$ cat config.mk
export PLATFORM = sky130hd
export DESIGN_NAME = seq_prog_mem
export DESIGN_NICKNAME = d
export VERILOG_FILES = /design/src/rtl/seq_chk_pkg.sv /design/src/rtl/seq_prog_mem.sv
export SDC_FILE = /design/constraint.sdc
export NUM_CORES = 2
export LEC_CHECK = 0
export ABC_AREA = 0
export BUFFER_PORTS_ARGS = -buffer_cell sky130_fd_sc_hd__buf_2
export CORE_MARGIN = 1.5
export CORE_UTILIZATION = 38
export CTS_BUF_LIST = sky130_fd_sc_hd__clkbuf_16
export CTS_CLUSTER_DIAMETER = 150
export CTS_CLUSTER_SIZE = 28
export DETAILED_ROUTE_END_ITERATION = 12
export PLACE_DENSITY_LB_ADDON = 0.1
export SLEW_MARGIN = 20
export SYNTH_ARGS = -nofsm -noshare
export SYNTH_HDL_FRONTEND = slang
export SYNTH_MEMORY_MAX_BITS = 65536
export SYNTH_SLANG_ARGS = --single-unit
$ cat constraint.sdc
create_clock -name clk -period 7.5 [get_ports clk]
set_input_delay 0.75 -clock clk [delete_from_list [all_inputs] [get_ports clk]]
set_output_delay 0.75 -clock clk [all_outputs]
set_load 0.05 [all_outputs]
$ cat src/rtl/seq_chk_pkg.sv
// Shared types and constants for the instruction sequence checker.
package seq_chk_pkg;

  localparam int unsigned XLEN = 32;
  localparam logic [XLEN-1:0] RV_NOP = 32'h0000_0013;

  typedef enum logic [1:0] {
    S_IDLE,
    S_RESET_CORE,
    S_ISSUE,
    S_DONE
  } seq_state_t;

  typedef struct packed {
    logic [XLEN-1:0] instr;
    logic [XLEN-1:0] expected;
    logic            check;
  } entry_t;

endpackage

$ cat src/rtl/seq_prog_mem.sv
// Program store: DEPTH entries, synchronous write, asynchronous read.
module seq_prog_mem
  import seq_chk_pkg::*;
#(
  parameter int unsigned DEPTH  = 64,
  parameter int unsigned ADDR_W = $clog2(DEPTH)
) (
  input  logic              clk,
  input  logic              we_i,
  input  logic [ADDR_W-1:0] waddr_i,
  input  entry_t            wdata_i,
  input  logic [ADDR_W-1:0] raddr_i,
  output entry_t            rdata_o
);

  // Contents survive reset on purpose; prog_len alone defines validity.
  entry_t mem_q [DEPTH];

  always_ff @(posedge clk) begin
    if (we_i) begin
      mem_q[waddr_i] <= wdata_i;
    end
  end

  assign rdata_o = mem_q[raddr_i];

endmodule

==> flow_metrics.env <==
export IMPL_status="finished clean"
export IMPL_worst_ep_arrival_time_ps=4360
export IMPL_combined_area_of_the_multi_input_logic_cells_um2=30800
export IMPL_design_die_area_um2=417000
export IMPL_post_cts_resized_instances=0
export IMPL_async_flop_share_pct=0
export IMPL_first_pass_grt_wire_length_um=680000
export IMPL_wl_per_cell_um=41.6
export IMPL_hold_viol=0
export IMPL_buffer_ports_inserted=143
export IMPL_critical_path_startpoint_type="input port"
export IMPL_dr_total_vias=74600
export IMPL_max_vdd_drop_v=0.000167
export IMPL_synth_top_area_cell="sky130_fd_sc_hd__edfxtp_1"
export IMPL_ff_latch_area_um2=125000
export IMPL_power_sequential_fraction_pct=64.8
export IMPL_cts_hold_buffers_added=0
export IMPL_grt_max_degree=113
export IMPL_timing_fmax_ghz=0.196
export IMPL_setup_violations=0
export IMPL_synth_area_um2=157000
export IMPL_grtUsageTotal_pct=24.1
export IMPL_final_nets=6766
export IMPL_final_wirelength_um=507000
export IMPL_antenna_violating_nets_post_route=0
export IMPL_leading_cell_types_by_count_after_synthesis="4,160 x sky130_fd_sc_hd__edfxtp_1, 1,040 x sky130_fd_sc_hd__mux4_2, 260 x sky130_fd_sc_hd__a22oi_1"
export IMPL_first_global_vias=75200
export IMPL_timing_max_slew_rel_slack_pct=19.3
export IMPL_power_share_clock_pct=28.8
export IMPL_crit_path_max_incr_delay_ps=930
export IMPL_remaining_drc_errors=0
export IMPL_netlist_instances=6541
export IMPL_power_switching_share_pct=22.3
export IMPL_grt_overflow_total=0
export IMPL_proportion_of_layout_cells_with_a_drive_suffix_above_1_pct=24.9
export IMPL_clock_tree_root_cell="sky130_fd_sc_hd__clkbuf_16"
export IMPL_ys_warnings_count=0
export IMPL_reg_top3="mem_q: 4160 flops"
export IMPL_synth_area_top_cells="sky130_fd_sc_hd__edfxtp_1 80%, sky130_fd_sc_hd__mux4_2 15%, sky130_fd_sc_hd__a22oi_1 1.2%, sky130_fd_sc_hd__mux2i_1 0.66%, sky130_fd_sc_hd__buf_2 0.59%"
export IMPL_share_of_the_yosys_chip_area_belonging_to_registers_pct=79.6
export IMPL_critical_path_slowest_cell="sky130_fd_sc_hd__a211oi_1"
export IMPL_detailedPlacementHpwl_um=248000
export IMPL_post_drt_via_cell_ratio=6.13
export IMPL_n_fill_cell=35600
export IMPL_post_route_period_util_pct=68.1
export IMPL_power_switching_mw=8.86
export IMPL_antenna_found_initial=55
export IMPL_clock_sinks=4160
export IMPL_max_cap_violations=0
export IMPL_htreeDepth=4
export IMPL_crit_path_cell_trace="buf_2, nand3b_1, buf_4, o22ai_1, a211oi_1, o211a_1, buf_2"
export IMPL_netlist_cell_type_count=26
export IMPL_postcts_setup_bufs=0
export IMPL_power_density_nw_per_um2=233
export IMPL_cp_endpoint="rdata_o[26]"
export IMPL_yosysMostFrequentCell="sky130_fd_sc_hd__edfxtp_1"
export IMPL_crit_path_max_fanout=25
export IMPL_synth_seq_cells=4160
export IMPL_dp_cells=12000
export IMPL_adder_and_majority_cell_fraction_of_the_synthesized_area_pct=0
export IMPL_synth_xor_area_share_pct=0
export IMPL_ys_flop_type="sky130_fd_sc_hd__edfxtp_1"
export IMPL_min_path_type="input port to flop"
export IMPL_largest_register="mem_q"
export IMPL_leakage_power_total_nw=50.6
export IMPL_timing_final_crit_period_ps=5110
export IMPL_slew_worst_pin_ps=1210
export IMPL_final_cell_count_no_fill=12200
export IMPL_worst_setup_hold_path_clk_slew_ps=100
export IMPL_tritoncts_num_buffers=172
export IMPL_internal_power_mw=30.9
export IMPL_synth_top_family_by_area="multiplexers"
export IMPL_drtPass1Iterations=5
export IMPL_synth_top_cell_area_share_pct=79.6
export IMPL_initial_standard_cell_utilization_of_the_core_pct=38.3
export IMPL_fp_coreArea_um2=410000
export IMPL_cell_occurring_most_often_along_the_worst_timing_path="sky130_fd_sc_hd__buf_2"
export IMPL_gp_congestion=0.735
export IMPL_io_pin_count=144
export IMPL_largest_register_ff_count=4160
export IMPL_timing_critical_path_required_ps=6750
export IMPL_maxSlewViolCount=0
export IMPL_path_class="input port to primary output"
export IMPL_chipWidth_um=646
export IMPL_synth_simple_area_share_pct=0.919
export IMPL_initialDrtViolationCount=9506
export IMPL_area_delta_synth_final_pct=8.55
export IMPL_kind_of_capture_point_of_the_worst_setup_path="primary output"
export IMPL_synth_enable_flop_cells=4160
export IMPL_setup_tns_final_ps=0
export IMPL_die_h_um=646
export IMPL_power_share_combinational_pct=6.4
export IMPL_synth_avg_cell_area_um2=24.0
export IMPL_unrepaired_setup_endpoints_after_global_routing="false"
export IMPL_post_synth_mux_area_share_pct=15.6
export IMPL_synth_compound_area_share_pct=2.74
export IMPL_max_clock_path_buffers=4
export IMPL_synthesis_nets=6620
export IMPL_clock_tree_from_tritoncts="built"
export IMPL_std_cell_rows=235
export IMPL_startpoint="raddr_i[3]"
[per-stage QoR]
step | total power [mW] | hold slack (ps) | setup slack (ps) | util [%] | instance area [um2]
5_1_grt | 40.8 | 186 | 2390 | 41.5 | 170000
3_5_place_dp | 28.9 | 1390 | 2350 | 40.4 | 166000
3_3_place_gp | 28.8 | 1380 | 2340 | 40.4 | 166000
6_report | 39.7 | 213 | 2390 | 41.5 | 170000
4_1_cts | 40.1 | 353 | 2370 | 41.5 | 170000
2_1_floorplan | 27.7 | 849 | 1240 | - | 157000
[critical path, delay by kind of cell]
kind	cells	cell delay, ps
buffers and inverters	3	1410
AO/OA/AOI/OAI	3	1410
AND/OR/NAND/NOR	1	770
[final cells by class]
cell class                      count  share of cell area [%]
Timing Repair Buffer              349                    1.91
Clock inverter                      9                  0.0969
Clock buffer                      178                    2.61
Sequential cell                  4160                    73.3
Antenna cell                       17                  0.0250
Tap cell                         5451                    4.00
Multi-Input combinational cell   2004                    18.1
[per-layer routing]
layer | track usage (%) | part of all wire, % | up-vias
met3 | 2.47 | 5.9 | 469
met2 | 40.5 | 49 | 2670
met4 | 4.63 | 2.1 | 2
li1 | - | - | 28400
met1 | 34.4 | 43 | 43000
met5 | 0 | 0.0022 | -
[power by group through the flow]
| stage | Combinational [mW] | Clock (mW) | Sequential (mW) |
|---|---|---|---|
| 4_1_cts | 2.57 | 11.7 | 25.7 |
| 5_1_grt | 2.67 | 12.4 | 25.8 |
| 3_5_place_dp | 2.57 | 0 | 26.3 |
| 6_report | 2.53 | 11.4 | 25.7 |
| 3_3_place_gp | 2.54 | 0 | 26.3 |
| 2_1_floorplan | 1.41 | 0 | 26.3 |
[worst min path at each step]
stage               slack [ps]       endpoint  cells after the start   startpoint
global placement          1380  mem_q[54][26]                      3   waddr_i[2]
detailed placement        1390  mem_q[54][26]                      3   waddr_i[2]
CTS                        350  mem_q[54][37]                      3   waddr_i[2]
floorplan                  850    mem_q[0][0]                      0   wdata_i[0]
global route               190  mem_q[52][10]                      1  wdata_i[10]
finish                     210  mem_q[55][10]                      1  wdata_i[10]
[cells in the final DEF (no fill, tap or decap), drive strengths merged, types with 3 or more instances in the layout]
master / synthesis / final
a211oi: 65 / 65
a22oi: 260 / 260
and2: 3 / 3
buf: 257 / 349
clkbuf: 120 / 178
clkinv: 0 / 5
diode: 0 / 17
edfxtp: 4160 / 4160
inv: 0 / 4
mux2i: 103 / 103
mux4: 1040 / 1040
nand2: 8 / 8
nand2b: 9 / 9
nand3: 115 / 115
nand3b: 25 / 25
nor2: 112 / 112
nor2b: 9 / 9
o211a: 65 / 65
o221ai: 46 / 46
o22ai: 130 / 130
or3: 3 / 3
or3b: 4 / 4
[cell families after synthesis]
logic type      after synthesis
mux                        1143
flops                      4160
buf+inv                     377
simple gates                295
compound gates              566
Power figures use the tool's default switching activity.
